--- config.mk ---
export PLATFORM = sky130hd
export DESIGN_NAME = frame_rr_arbiter
export DESIGN_NICKNAME = d
export VERILOG_FILES = /design/src/rtl/frame_pkg.sv /design/src/rtl/rr_pick.sv /design/src/rtl/frame_rr_arbiter.sv
export SDC_FILE = /design/constraint.sdc
export NUM_CORES = 1
export LEC_CHECK = 0
export ABC_AREA = 1
export CAP_MARGIN = 20
export CORE_ASPECT_RATIO = 1.1
export CORE_MARGIN = 1.5
export CORE_UTILIZATION = 38
export CTS_BUF_LIST = sky130_fd_sc_hd__clkbuf_4
export DETAILED_ROUTE_END_ITERATION = 7
export GPL_ROUTABILITY_DRIVEN = 0
export HOLD_SLACK_MARGIN = 0.12
export PLACE_DENSITY = 0.77
export RECOVER_POWER = 50
export SYNTH_ARGS = -nofsm -noshare
export SYNTH_HDL_FRONTEND = slang
export SYNTH_SLANG_ARGS = --single-unit
--- constraint.sdc ---
create_clock -name CLK -period 2.6 [get_ports CLK]
set_clock_uncertainty 0.05 [all_clocks]
set_input_delay 0.26 -clock CLK [delete_from_list [all_inputs] [get_ports CLK]]
set_output_delay 0.26 -clock CLK [all_outputs]
set_load 0.01 [all_outputs]
--- src/rtl/frame_pkg.sv ---
// Shared framing definitions for the frame round-robin arbiter.
// Holds the frame marker IDs, the header/footer classifiers and the arbiter
// FSM state encoding.
package frame_pkg;

    localparam int          ID_WIDTH        = 16;
    localparam logic [15:0] HEADER_ID       = 16'hAAAA;
    localparam logic [15:0] FOOTER_ID       = 16'h5555;
    localparam logic [15:0] ERROR_HEADER_ID = 16'hAAEE;
    localparam logic [15:0] ERROR_FOOTER_ID = 16'h55EE;

    typedef enum logic [1:0] {
        ST_IDLE    = 2'd0,
        ST_STREAM  = 2'd1,
        ST_INS_HDR = 2'd2,
        ST_INS_FTR = 2'd3
    } state_t;

    // top16 = word[MSB -: 16]
    function automatic logic is_header(input logic [15:0] top16);
        return top16 == HEADER_ID;
    endfunction

    // top2 = word[MSB -: 2], low16 = word[15:0]
    function automatic logic is_footer(input logic [1:0] top2, input logic [15:0] low16);
        return (top2 == 2'b11) && (low16 == FOOTER_ID);
    endfunction

endpackage

--- src/rtl/rr_pick.sv ---
// Combinational round-robin picker.
// Ports:
//   req   - request vector, one bit per channel
//   last  - previously granted channel; search starts at last+1 (mod N_CH)
//   grant - first requesting channel found
//   found - at least one request present
module rr_pick #(
    parameter int N_CH = 4,
    parameter int GW   = 2
) (
    input  logic [N_CH-1:0] req,
    input  logic [GW-1:0]   last,
    output logic [GW-1:0]   grant,
    output logic            found
);

    localparam int SW = GW + 2;

    logic [2*N_CH-1:0] req_dbl;
    logic [SW-1:0]     shamt;
    logic [N_CH-1:0]   rot;
    logic [N_CH-1:0]   hit;

    // Rotating a doubled vector puts channel (last+1) mod N_CH at bit 0.
    assign req_dbl = {req, req};
    assign shamt   = SW'(last) + SW'(1);
    assign rot     = N_CH'(req_dbl >> shamt);

    genvar gi;
    generate
        for (gi = 0; gi < N_CH; gi++) begin : g_pick
            logic [SW-1:0] sum;
            logic [GW-1:0] cand;
            logic [GW-1:0] acc;

            assign sum  = SW'(last) + SW'(gi + 1);
            assign cand = (sum >= SW'(N_CH)) ? GW'(sum - SW'(N_CH)) : GW'(sum);

            if (gi == 0) begin : g_first
                assign hit[gi] = rot[0];
                assign acc     = hit[gi] ? cand : '0;
            end else begin : g_rest
                assign hit[gi] = rot[gi] & ~(|rot[gi-1:0]);
                assign acc     = g_pick[gi-1].acc | (hit[gi] ? cand : '0);
            end
        end
    endgenerate

    assign grant = g_pick[N_CH-1].acc;
    assign found = |req;

endmodule

--- src/rtl/frame_rr_arbiter.sv ---
// Round-robin frame arbiter: shares one registered output stream between
// N_CH FWFT channel FIFOs, moving exactly one frame per grant and repairing
// missing headers/footers with error marker words.
// Ports:
//   CLK, RESETN      - clock, synchronous active-low reset
//   CH_DIN           - head word of each FIFO, ch k at [k*DATA_WIDTH +: DATA_WIDTH]
//   CH_VALID         - FIFO not empty
//   CH_READ_REQUEST  - FIFO holds at least one complete frame
//   CH_RE            - pop strobe (combinational)
//   DOUT, oVALID     - output word register and its valid
//   iREADY           - downstream accept
//   GRANT_ID         - channel currently or last granted
//   BUSY             - FSM not idle
//   ERR_PULSE        - [0] header lost, [1] footer lost, [2] timeout/overlength
module frame_rr_arbiter
    import frame_pkg::*;
#(
    parameter int DATA_WIDTH      = 64,
    parameter int N_CH            = 4,
    parameter int TIMEOUT         = 1024,
    parameter int MAX_FRAME_WORDS = 256
) (
    input  logic                         CLK,
    input  logic                         RESETN,
    input  logic [N_CH*DATA_WIDTH-1:0]   CH_DIN,
    input  logic [N_CH-1:0]              CH_VALID,
    input  logic [N_CH-1:0]              CH_READ_REQUEST,
    output logic [N_CH-1:0]              CH_RE,
    output logic [DATA_WIDTH-1:0]        DOUT,
    output logic                         oVALID,
    input  logic                         iREADY,
    output logic [$clog2(N_CH)-1:0]      GRANT_ID,
    output logic                         BUSY,
    output logic [2:0]                   ERR_PULSE
);

    localparam int GW  = $clog2(N_CH);
    localparam int WCW = $clog2(MAX_FRAME_WORDS + 1);
    localparam int SCW = $clog2(TIMEOUT + 1);

    localparam logic [1:0] IDLE    = ST_IDLE;
    localparam logic [1:0] STREAM  = ST_STREAM;
    localparam logic [1:0] INS_HDR = ST_INS_HDR;
    localparam logic [1:0] INS_FTR = ST_INS_FTR;

    localparam logic [DATA_WIDTH-1:0] ERR_HDR_WORD = {ERROR_HEADER_ID, {(DATA_WIDTH-ID_WIDTH){1'b1}}};
    localparam logic [DATA_WIDTH-1:0] ERR_FTR_WORD = {{(DATA_WIDTH-ID_WIDTH){1'b1}}, ERROR_FOOTER_ID};
    localparam logic [DATA_WIDTH-1:0] RESET_WORD   = {{ID_WIDTH{1'b0}}, {(DATA_WIDTH-ID_WIDTH){1'b1}}};
    localparam logic [WCW-1:0]        LAST_CNT     = WCW'(MAX_FRAME_WORDS - 1);
    localparam logic [SCW-1:0]        STALL_LIM    = SCW'(TIMEOUT - 1);

    logic [1:0]            state_reg, state_next;
    logic [GW-1:0]         grant_reg, grant_next;
    logic [WCW-1:0]        word_cnt_reg, word_cnt_next;
    logic [SCW-1:0]        stall_cnt_reg, stall_cnt_next;
    logic [DATA_WIDTH-1:0] dout_reg;
    logic                  ovalid_reg;
    logic [2:0]            err_reg, err_next;

    logic                  ld;
    logic                  load_en;
    logic [DATA_WIDTH-1:0] load_word;
    logic                  pop;
    logic [GW-1:0]         pick_grant;
    logic                  pick_found;

    logic [DATA_WIDTH-1:0] ch_word [N_CH];
    logic [DATA_WIDTH-1:0] head;
    logic                  head_valid;
    logic                  head_ftr;
    logic                  head_hdr;

    genvar gi;
    generate
        for (gi = 0; gi < N_CH; gi++) begin : g_ch
            assign ch_word[gi] = CH_DIN[gi*DATA_WIDTH +: DATA_WIDTH];
            assign CH_RE[gi]   = pop && (grant_reg == GW'(gi));
        end
    endgenerate

    rr_pick #(
        .N_CH (N_CH),
        .GW   (GW)
    ) u_pick (
        .req   (CH_READ_REQUEST),
        .last  (grant_reg),
        .grant (pick_grant),
        .found (pick_found)
    );

    assign ld         = !ovalid_reg || iREADY;
    assign head       = ch_word[grant_reg];
    assign head_valid = CH_VALID[grant_reg];
    // A word matching both patterns is treated as a footer.
    assign head_ftr   = is_footer(head[DATA_WIDTH-1 -: 2], head[15:0]);
    assign head_hdr   = is_header(head[DATA_WIDTH-1 -: ID_WIDTH]) && !head_ftr;

    always_comb begin
        state_next     = state_reg;
        grant_next     = grant_reg;
        word_cnt_next  = word_cnt_reg;
        stall_cnt_next = stall_cnt_reg;
        err_next       = 3'b000;
        load_en        = 1'b0;
        load_word      = head;
        pop            = 1'b0;

        case (state_reg)
            IDLE: begin
                if (pick_found) begin
                    grant_next     = pick_grant;
                    state_next     = STREAM;
                    word_cnt_next  = '0;
                    stall_cnt_next = '0;
                end
            end
            STREAM: begin
                if (ld && head_valid) begin
                    if (word_cnt_reg == '0 && !head_hdr) begin
                        // Missing header: leave the word in the FIFO and
                        // send it as payload after the inserted header.
                        state_next = INS_HDR;
                        err_next   = 3'b001;
                    end else if (word_cnt_reg != '0 && head_hdr) begin
                        // Next frame's header arrived: close this one and
                        // leave the header for the channel's next grant.
                        state_next = INS_FTR;
                        err_next   = 3'b010;
                    end else begin
                        pop            = 1'b1;
                        load_en        = 1'b1;
                        stall_cnt_next = '0;
                        word_cnt_next  = word_cnt_reg + WCW'(1);
                        if (head_ftr) begin
                            state_next = IDLE;
                        end else if (word_cnt_reg == LAST_CNT) begin
                            state_next = INS_FTR;
                            err_next   = 3'b100;
                        end
                    end
                end else begin
                    stall_cnt_next = stall_cnt_reg + SCW'(1);
                    if (stall_cnt_reg == STALL_LIM) begin
                        state_next = INS_FTR;
                        err_next   = 3'b100;
                    end
                end
            end
            INS_HDR: begin
                if (ld) begin
                    load_en        = 1'b1;
                    load_word      = ERR_HDR_WORD;
                    state_next     = STREAM;
                    word_cnt_next  = WCW'(1);
                    stall_cnt_next = '0;
                end
            end
            default: begin
                if (ld) begin
                    load_en    = 1'b1;
                    load_word  = ERR_FTR_WORD;
                    state_next = IDLE;
                end
            end
        endcase
    end

    always_ff @(posedge CLK) begin
        if (!RESETN) begin
            state_reg     <= IDLE;
            grant_reg     <= GW'(N_CH - 1);
            word_cnt_reg  <= '0;
            stall_cnt_reg <= '0;
            dout_reg      <= RESET_WORD;
            ovalid_reg    <= 1'b0;
            err_reg       <= 3'b000;
        end else begin
            state_reg     <= state_next;
            grant_reg     <= grant_next;
            word_cnt_reg  <= word_cnt_next;
            stall_cnt_reg <= stall_cnt_next;
            err_reg       <= err_next;
            if (load_en) begin
                dout_reg   <= load_word;
                ovalid_reg <= 1'b1;
            end else if (ld) begin
                ovalid_reg <= 1'b0;
            end
        end
    end

    assign DOUT      = dout_reg;
    assign oVALID    = ovalid_reg;
    assign GRANT_ID  = grant_reg;
    assign BUSY      = (state_reg != IDLE);
    assign ERR_PULSE = err_reg;

endmodule
==> results.txt, run 1 <==
----------------------------------------------------
[Floorplanning]
  Die Y ... 145 µm
  Horizontal extent of the die ... 132 µm
  Die area ... approximately 19,000 µm²
  Row count ... 51
  Effective utilization at floorplan ... 0.389
  Core region area ... 17,800 µm²
  Number of top-level pins ... 342

[Synth]
  Post-synthesis compound-gate area fraction ... 0.166
  Post-synth design cell area ... 6930 µm²
  EDFF count, synth ... 0
  Share of synthesized registers carrying an async set or reset ... 0
  Ys Warns ... 0
  Synthesized instance count ... between 1,000 and 1,500
  Synth cell types ... 37
  Flop and latch count out of synthesis ... 92
  Sequential fraction of the synthesis area ... 0.266
  Share of synthesized cell area in and, or, nand and nor gates ... 0.422
  Post-synth net total ... 1,439
  Post-synthesis xor/xnor area fraction ... 0.00632
  Post-synthesis average cell area ... 5.99 µm²
  Most frequently used flop master after synthesis ... sky130_fd_sc_hd__dfxtp_1
  Mux contribution to synthesized area ... 0
  Adder-cell share of the synthesized area ... 0.0271
  Dominant combinational cell family by area after synthesis ... simple AND/OR/NAND/NOR gates

[CTS]
  H-tree Lvls ... 3
  Clock root cell ... sky130_fd_sc_hd__clkbuf_4
  Clock Pin Slew Worst Setup and Hold Paths ... 0.14 ns
  Worst skew pair latency ... between 0.4 and 0.5 ns
  Number of CTS-inserted buffers ... 9
  Number of sinks on the clock net ... 92
  TritonCTS clock tree ... done
  Number of buffers on the longest clock path ... 2

[Hold path]
  Startpoint of the lowest-slack hold path ... DOUT[3]
  Class of the most critical hold timing path ... reg2reg
  Sink of the worst hold path ... DOUT[3]
  Worst hold path cell count ... 2

[Global routing]
  Met3 demand-to-capacity share in global routing ... 0.0707
  Global-route wire length before repair ... 44,200 µm
  Pin count of the biggest net entering global routing ... 63
  Vias in the first global route ... about 8,400
  Antenna violations before repair ... 3
  Total routing resource utilization after global routing ... 0.292
  Busiest metal layer after global routing ... met2
  Global Route met2 Usage ... 0.515
  Remaining global-route overflow ... 0
  Met1 global-route usage ... 0.363

[Run status]
  Violated checks ... setup timing
  Outcome ... complete, but fails checks

[Setup path]
  Data arrival time of the critical path ... roughly 3.2 ns
  CP endpoint kind ... flop
  Start of the worst register-to-register path ... GRANT_ID[0]
  Reg2Reg Depth ... 15
  Critical R2R Capture ... word_cnt_reg[5]
  Endpoint required time on the critical path ... 2.87 ns
  Largest fanout on the critical path ... 8
  Setup CP Type ... reg2reg
  Register-to-register setup slack ... -0.29 ns
  Crit start category ... flop

[STA]
  Highest clock frequency the design can meet ... 346 MHz
  Final count of negative-setup-slack endpoints ... 91
  Max Transition Viols Final ... 0
  Tcrit/Tclk final ... 1.11
  Worst Hold Slack ... 0.417 ns
  Final period demand of the worst path ... just under 3 ns
  Setup repair after global routing missed its margin ... true
  Total Negative Setup Slacks ... -17.59 ns
  Measured slew at the worst slew-check pin ... ~0.66 ns
  Crit path setup slack, layout ... -0.291 ns
  Max-slew headroom ... 0.558
  Number of endpoints with negative hold slack in the final report ... 0

[Detailed routing]
  Remaining antenna violation count after routing ... 0
  Count of vias placed by the detailed router ... 9,169
  Vias per cell ... 5.24
  Initial DRC count ... 731
  Drt total wl ... 30,000 µm
  DR DRC count ... 0
  Wire length per cell ... between 15 and 20 µm
  Initial DRT Pass Iterations ... 8

[Power]
  Power per standard cell area ... 1160 nW/µm²
  Static leakage power ... 4.97 nW
  Worst supply voltage drop on vdd ... 0.626 mV

[Place]
  Count of buffers inserted at the top-level ports ... about 340
  Half-perimeter wire length after placement ... 21,700 µm
  DP Worst Slack ... -0.449 ns

[Job]
  Max-cap violation count ... 0

[Finish]
  Area Overhead vs Synth ... 64.9%
  # fillers ... about 1,600
  Final net count ... 1,785
  Max reg flops ... 64
  Ratio of cells with drive above 1 in the final layout ... 0.112

----------------------------------------------------
## timing repair
| item | 4_1_cts | 5_1_grt |
|---|---|---|
| gates resized for setup | 65 | 56 |
| buffers inserted | 7 | 9 |
| endpoints found under the setup margin | 92 | 92 |
| hold buffers | 1 | 0 |
| pin swaps | 14 | 28 |
| hold endpoints to repair | 5 | 0 |
| gates cloned | 7 | 0 |
## synth_stat cells (2+ instances only)
cell | count | area, µm²
sky130_fd_sc_hd__nand2_1 | 431 | 1620
sky130_fd_sc_hd__nand3_1 | 147 | 736
sky130_fd_sc_hd__dfxtp_1 | 92 | 1840
sky130_fd_sc_hd__nor2_1 | 87 | 327
sky130_fd_sc_hd__inv_1 | 74 | 278
sky130_fd_sc_hd__a21oi_1 | 58 | 290
sky130_fd_sc_hd__o21ai_0 | 55 | 275
sky130_fd_sc_hd__buf_2 | 45 | 225
sky130_fd_sc_hd__a32o_1 | 39 | 390
sky130_fd_sc_hd__ha_1 | 15 | 188
sky130_fd_sc_hd__nor3_1 | 15 | 75.1
sky130_fd_sc_hd__clkbuf_1 | 11 | 41.3
sky130_fd_sc_hd__buf_6 | 10 | 113
sky130_fd_sc_hd__buf_1 | 7 | 26.3
sky130_fd_sc_hd__o211ai_1 | 7 | 52.6
sky130_fd_sc_hd__o21ai_1 | 7 | 35.0
sky130_fd_sc_hd__buf_4 | 6 | 45.0
sky130_fd_sc_hd__nand4_1 | 6 | 37.5
sky130_fd_sc_hd__a31oi_1 | 5 | 31.3
sky130_fd_sc_hd__inv_2 | 5 | 18.8
sky130_fd_sc_hd__xor2_1 | 5 | 43.8
sky130_fd_sc_hd__a211oi_1 | 4 | 30.0
sky130_fd_sc_hd__nor3b_1 | 4 | 30.0
sky130_fd_sc_hd__nand2_2 | 3 | 18.8
sky130_fd_sc_hd__or2_2 | 3 | 18.8
sky130_fd_sc_hd__buf_8 | 2 | 30.0
sky130_fd_sc_hd__nor2_2 | 2 | 12.5
sky130_fd_sc_hd__o22a_1 | 2 | 17.5
sky130_fd_sc_hd__o22ai_1 | 2 | 12.5
## placed cells by master, fill, tap and decap left out, types with 3 or more instances in the layout
master	synthesis	routed
sky130_fd_sc_hd__a32o_1	39	36
sky130_fd_sc_hd__buf_6	10	12
sky130_fd_sc_hd__a211oi_2	0	4
sky130_fd_sc_hd__xor2_1	5	5
sky130_fd_sc_hd__nand3_2	0	4
sky130_fd_sc_hd__buf_4	6	45
sky130_fd_sc_hd__inv_2	5	5
sky130_fd_sc_hd__o21ai_0	55	47
sky130_fd_sc_hd__nor2_4	0	3
sky130_fd_sc_hd__inv_6	0	6
sky130_fd_sc_hd__clkbuf_4	0	10
sky130_fd_sc_hd__o211ai_1	7	7
sky130_fd_sc_hd__nand3_1	147	142
sky130_fd_sc_hd__a31oi_1	5	5
sky130_fd_sc_hd__o21ai_2	1	3
sky130_fd_sc_hd__a21oi_2	0	6
sky130_fd_sc_hd__or2_2	3	3
sky130_fd_sc_hd__nor3b_2	0	4
sky130_fd_sc_hd__dfxtp_1	92	90
sky130_fd_sc_hd__nand4_1	6	6
sky130_fd_sc_hd__ha_1	15	13
sky130_fd_sc_hd__dlygate4sd3_1	0	38
sky130_fd_sc_hd__inv_1	74	68
sky130_fd_sc_hd__nand2_1	431	423
sky130_fd_sc_hd__bufbuf_16	0	4
sky130_fd_sc_hd__nand2_2	3	10
sky130_fd_sc_hd__clkdlybuf4s50_1	0	299
sky130_fd_sc_hd__buf_12	0	9
sky130_fd_sc_hd__nor3_1	15	12
sky130_fd_sc_hd__a21oi_1	58	51
sky130_fd_sc_hd__nor2_1	87	79
sky130_fd_sc_hd__buf_2	45	5
sky130_fd_sc_hd__o21ai_1	7	11
sky130_fd_sc_hd__a32o_2	0	3
sky130_fd_sc_hd__nor3_2	1	3
sky130_fd_sc_hd__nor2_2	2	7
sky130_fd_sc_hd__diode_2	0	3
## metal layers
layer	vias to the layer above	routed length, µm
li1	4516	-
met1	4162	12200
met2	440	14600
met3	51	2630
met4	0	526
met5	-	0
## through the flow
stage	utilization	area, µm²	total power, mW	instances
2_1_floorplan	-	6940	7.64	1157
3_3_place_gp	0.598	10700	10.9	1707
3_5_place_dp	0.598	10700	11.0	1707
4_1_cts	0.626	11200	12.7	1737
5_1_grt	0.642	11400	14.2	1747
6_report	0.642	11400	13.2	1749
## cell families (layout without fill, tap and decap cells)
kind of cell / Yosys count / after routing
simple gates: 703 / 703
flops: 92 / 92
xor+xnor: 5 / 5
buf+inv: 161 / 512
fa+ha+maj: 15 / 15
other cells: 0 / 3
compound gates: 181 / 181
## power breakdown
| part | internal, mW | switching [mW] |
|---|---|---|
| registers | 2.02 | 0.391 |
| clock network | 0.217 | 0.548 |
| logic | 4.50 | 5.54 |
## worst max-delay path by stage
stage / start / to / slack [ns] / cells past startpoint
6_report: GRANT_ID[0] / word_cnt_reg[5] / -0.29 / 15
3_3_place_gp: CH_DIN[244] / word_cnt_reg[6] / -0.34 / 14
2_1_floorplan: GRANT_ID[0] / word_cnt_reg[7] / -0.02 / 19
3_5_place_dp: CH_DIN[184] / word_cnt_reg[4] / -0.45 / 13
4_1_cts: GRANT_ID[0] / CH_RE[0] / -0.27 / 11
5_1_grt: GRANT_ID[0] / CH_RE[2] / -0.41 / 11
## cell type report
type | instances | area [µm²] | area share
Clock inverter | 6 | 47.5 | 0.00416
Antenna cell | 3 | 7.51 | 0.000657
Timing Repair inverter | 1 | 8.76 | 0.000766
Tap cell | 238 | 298 | 0.0260
Sequential cell | 92 | 1850 | 0.162
Inverter | 80 | 345 | 0.0302
Multi-Input combinational cell | 904 | 4560 | 0.399
Timing Repair Buffer | 415 | 4240 | 0.371
Clock buffer | 10 | 75.1 | 0.00657
## critical path, cell delays in order (launching register included)
cell	delay, ns
sky130_fd_sc_hd__dfxtp_4	0.51
sky130_fd_sc_hd__buf_12	0.17
sky130_fd_sc_hd__buf_6	0.11
sky130_fd_sc_hd__nand2_2	0.04
sky130_fd_sc_hd__a32o_2	0.27
sky130_fd_sc_hd__nor3_2	0.21
sky130_fd_sc_hd__nand4_1	0.21
sky130_fd_sc_hd__buf_4	0.21
sky130_fd_sc_hd__ha_4	0.16
sky130_fd_sc_hd__inv_4	0.06
sky130_fd_sc_hd__a21oi_4	0.05
sky130_fd_sc_hd__inv_2	0.07
sky130_fd_sc_hd__nand3_4	0.12
sky130_fd_sc_hd__buf_12	0.15
sky130_fd_sc_hd__o21ai_4	0.30
sky130_fd_sc_hd__nor2_1	0.09
Power figures use the tool's default switching activity.
==> run 2: changes to the inputs <==
CORE_ASPECT_RATIO = default   (was 1.1)
CORE_UTILIZATION = 42   (was 38)
PLACE_DENSITY = 0.81   (was 0.77)
clock period = 2.8 ns   (was 2.6 ns; I/O delays follow)
==> run 2 against run 1 <==
  * The flow still finishes with violations (setup timing)
  * Critical path depth is 1 lower
  * Wire length is 4.5% lower
  * Total power is 8.7% lower
  * Largest power group unchanged
  * Via count hardly changed
  * Sequential power is 9.1% lower
  * Sequential cell count stayed put
  * Highest routed layer unchanged
  * Register-to-register slack better by 0.14 ns
  * Worst setup slack better by 0.028 ns
  * Core utilization is 7.4 points higher
==> results.txt, run 2 (synthesis results as in run 1) <==
----------------------------------------------------
[Floorplanning]
  Effective utilization at floorplan ... 0.433 (was 0.389)
  Row count ... 46 (was 51)
  Die area ... 17,300 µm² (was 19,100 µm²)
  Horizontal extent of the die ... 131 µm (was 132 µm)
  Die Y ... 131 µm (was 145 µm)
  Core region area ... 16,000 µm² (was 17,800 µm²)
  Number of top-level pins ... 342 (unchanged)

[STA]
  Max Transition Viols Final ... 0 (unchanged)
  Number of endpoints with negative hold slack in the final report ... 0 (unchanged)
  Final count of negative-setup-slack endpoints ... 83 (was 91)
  Crit path setup slack, layout ... -0.263 ns (was -0.291 ns)
  Tcrit/Tclk final ... 1.09
  Highest clock frequency the design can meet ... 326 MHz
  Measured slew at the worst slew-check pin ... 0.720 ns (was 0.664 ns)
  Max-slew headroom ... 0.516 (was 0.558)
  Final period demand of the worst path ... 3.06 ns
  Worst Hold Slack ... 0.243 ns (was 0.417 ns)
  Setup repair after global routing missed its margin ... true (unchanged)

[CTS]
  Number of sinks on the clock net ... 92 (unchanged)
  Clock Pin Slew Worst Setup and Hold Paths ... 0.15 ns (was 0.14 ns)
  Worst skew pair latency ... 0.48 ns (was 0.46 ns)
  H-tree Lvls ... 3 (unchanged)
  Hold Buf Count CTS ... 0 (was 1)
  Clock root cell ... sky130_fd_sc_hd__clkbuf_4 (unchanged)
  Number of buffers on the longest clock path ... 2 (unchanged)
  TritonCTS clock tree ... done (unchanged)
  Number of CTS-inserted buffers ... 9 (unchanged)

[Finish]
  Max reg flops ... 64 (unchanged)
  Most common cell after layout, fill and taps aside ... sky130_fd_sc_hd__nand2_1 (unchanged)
  Final instance count without filler cells ... 1,723 (was 1,749)
  Ratio of cells with drive above 1 in the final layout ... 0.106 (was 0.112)
  # fillers ... 1,350 (was 1,582)
  Area Overhead vs Synth ... 65.4% (was 64.9%)
  Final net count ... 1,783 (was 1,785)
  Commonest non-fill, non-tap cells in the layout ... 424 x sky130_fd_sc_hd__nand2_1, 266 x sky130_fd_sc_hd__clkdlybuf4s50_1, 141 x sky130_fd_sc_hd__nand3_1, 90 x sky130_fd_sc_hd__dfxtp_1, 80 x sky130_fd_sc_hd__nor2_1 (was 423 x sky130_fd_sc_hd__nand2_1, 299 x sky130_fd_sc_hd__clkdlybuf4s50_1, 142 x sky130_fd_sc_hd__nand3_1, 90 x sky130_fd_sc_hd__dfxtp_1, 79 x sky130_fd_sc_hd__nor2_1)

[Global routing]
  Remaining global-route overflow ... 0 (unchanged)
  Total routing resource utilization after global routing ... 0.307 (was 0.292)
  Antenna violations before repair ... 1 (was 3)
  Pin count of the biggest net entering global routing ... 48 (was 63)
  Global-route wire length before repair ... 42,800 µm (was 44,200 µm)
  Vias in the first global route ... 8,432 (was 8,361)

[Place]
  Count of buffers inserted at the top-level ports ... 341 (unchanged)
  Half-perimeter wire length after placement ... 20,700 µm (was 21,700 µm)
  Number of cells in the design after placement ... 1,680 (was 1,707)

[Run status]
  Outcome ... complete, but fails checks (unchanged)
  Violated checks ... setup timing (unchanged)

[Detailed routing]
  Remaining antenna violation count after routing ... 0 (unchanged)
  Initial DRC count ... 587 (was 731)
  DR DRC count ... 0 (unchanged)
  Vias per cell ... 5.32 (was 5.24)
  Drt total wl ... 28,600 µm (was 30,000 µm)
  Count of vias placed by the detailed router ... 9,160 (was 9,169)
  Initial DRT Pass Iterations ... 5 (was 8)
  Wire length per cell ... 16.6 µm (was 17.1 µm)

[Setup path]
  Data arrival time of the critical path ... 2.73 ns (was 3.16 ns)
  Endpoint required time on the critical path ... 2.47 ns (was 2.87 ns)
  CP endpoint kind ... output pin (was flop)
  Largest fanout on the critical path ... 5 (was 8)
  Crit start category ... flop (unchanged)
  Setup CP Type ... reg2out (was reg2reg)

[Job]
  Max-cap violation count ... 0 (unchanged)

[Power]
  Worst supply voltage drop on vdd ... 0.513 mV (was 0.626 mV)
  Power per standard cell area ... 1050 nW/µm² (was 1160 nW/µm²)
  Static leakage power ... 4.98 nW (was 4.97 nW)
  Power after layout ... 12.1 mW (was 13.2 mW)

[Hold path]
  Class of the most critical hold timing path ... in2reg (was reg2reg)

----------------------------------------------------
## run 2: cell count changes in the layout (fill, tap and decap cells not counted), moves of 4 or more
cell                              before  now
sky130_fd_sc_hd__a21oi_2               6    2
sky130_fd_sc_hd__buf_12                9   13
sky130_fd_sc_hd__dlygate4sd3_1        38   70
sky130_fd_sc_hd__clkbuf_16             0    4
sky130_fd_sc_hd__inv_2                 5    9
sky130_fd_sc_hd__clkdlybuf4s50_1     299  266
sky130_fd_sc_hd__buf_6                12    6
sky130_fd_sc_hd__inv_6                 6    2
sky130_fd_sc_hd__a21oi_1              51   55
## run 2: critical path: stages, from the launching register on
cell	delay (ns)
sky130_fd_sc_hd__dfxtp_4	0.43
sky130_fd_sc_hd__clkinv_8	0.09
sky130_fd_sc_hd__buf_8	0.11
sky130_fd_sc_hd__buf_6	0.11
sky130_fd_sc_hd__nand2_2	0.04
sky130_fd_sc_hd__a32o_2	0.29
sky130_fd_sc_hd__inv_2	0.07
sky130_fd_sc_hd__nand2_1	0.04
sky130_fd_sc_hd__nor2_1	0.18
sky130_fd_sc_hd__nand4_1	0.23
sky130_fd_sc_hd__inv_2	0.13
sky130_fd_sc_hd__ha_4	0.15
sky130_fd_sc_hd__nand3_4	0.12
sky130_fd_sc_hd__nor2_2	0.14
sky130_fd_sc_hd__buf_2	0.13
## run 2: final cells by class
type                            instances  area (µm²)  area share
Clock inverter                          7        97.6     0.00851
Clock buffer                            9        67.6     0.00589
Antenna cell                            1        2.50    0.000218
Tap cell                              216         270      0.0236
Timing Repair Buffer                  414        4310       0.376
Multi-Input combinational cell        904        4540       0.396
Inverter                               80         327      0.0285
Sequential cell                        92        1850       0.161
## run 2: final timing paths
| check | from | endpoint | slack, ns | cells after the start |
|---|---|---|---|---|
| max | GRANT_ID[0] | CH_RE[2] | -0.26 | 14 |
| min | RESETN | DOUT[26] | 0.24 | 2 |
| max reg2reg | GRANT_ID[0] | stall_cnt_reg[1] | -0.15 | 18 |
| min reg2reg | DOUT[12] | DOUT[12] | 0.43 | 2 |
## run 2: metal layers
| metal | global-route usage | vias to the layer above | share of wire |
|---|---|---|---|
| met5 | 0 | - | 0 |
| met1 | 0.359 | 4170 | 0.40 |
| met4 | 0.166 | 0 | 0.052 |
| met2 | 0.528 | 399 | 0.48 |
| met3 | 0.0575 | 83 | 0.068 |
| li1 | - | 4508 | - |
## run 2: metrics by stage
step	TNS (ns)	cell area [µm²]	util	setup WS [ns]
after global routing	-14.16	11500	0.716	-0.371
after floorplan	0	6930	-	0.0927
after CTS	-0.323	11100	0.692	-0.0881
after detailed placement	-3.74	10600	0.665	-0.216
final	-4.33	11500	0.716	-0.263
after global placement	-1.18	10600	0.665	-0.103
## run 2: where the power goes
| group | total (mW) | internal (mW) | switching (mW) | leakage, nW |
|---|---|---|---|---|
| Combinational | 9.02 | 3.94 | 5.07 | 4.13 |
| Sequential | 2.19 | 1.87 | 0.311 | 0.759 |
| Clock | 0.858 | 0.367 | 0.491 | 0.0846 |
## run 2: what timing repair did
action,in CTS,in global routing
cloned,4,5
pin swaps,7,23
setup buffers,9,9
setup endpoints to repair,26,85
gates resized for setup,40,67
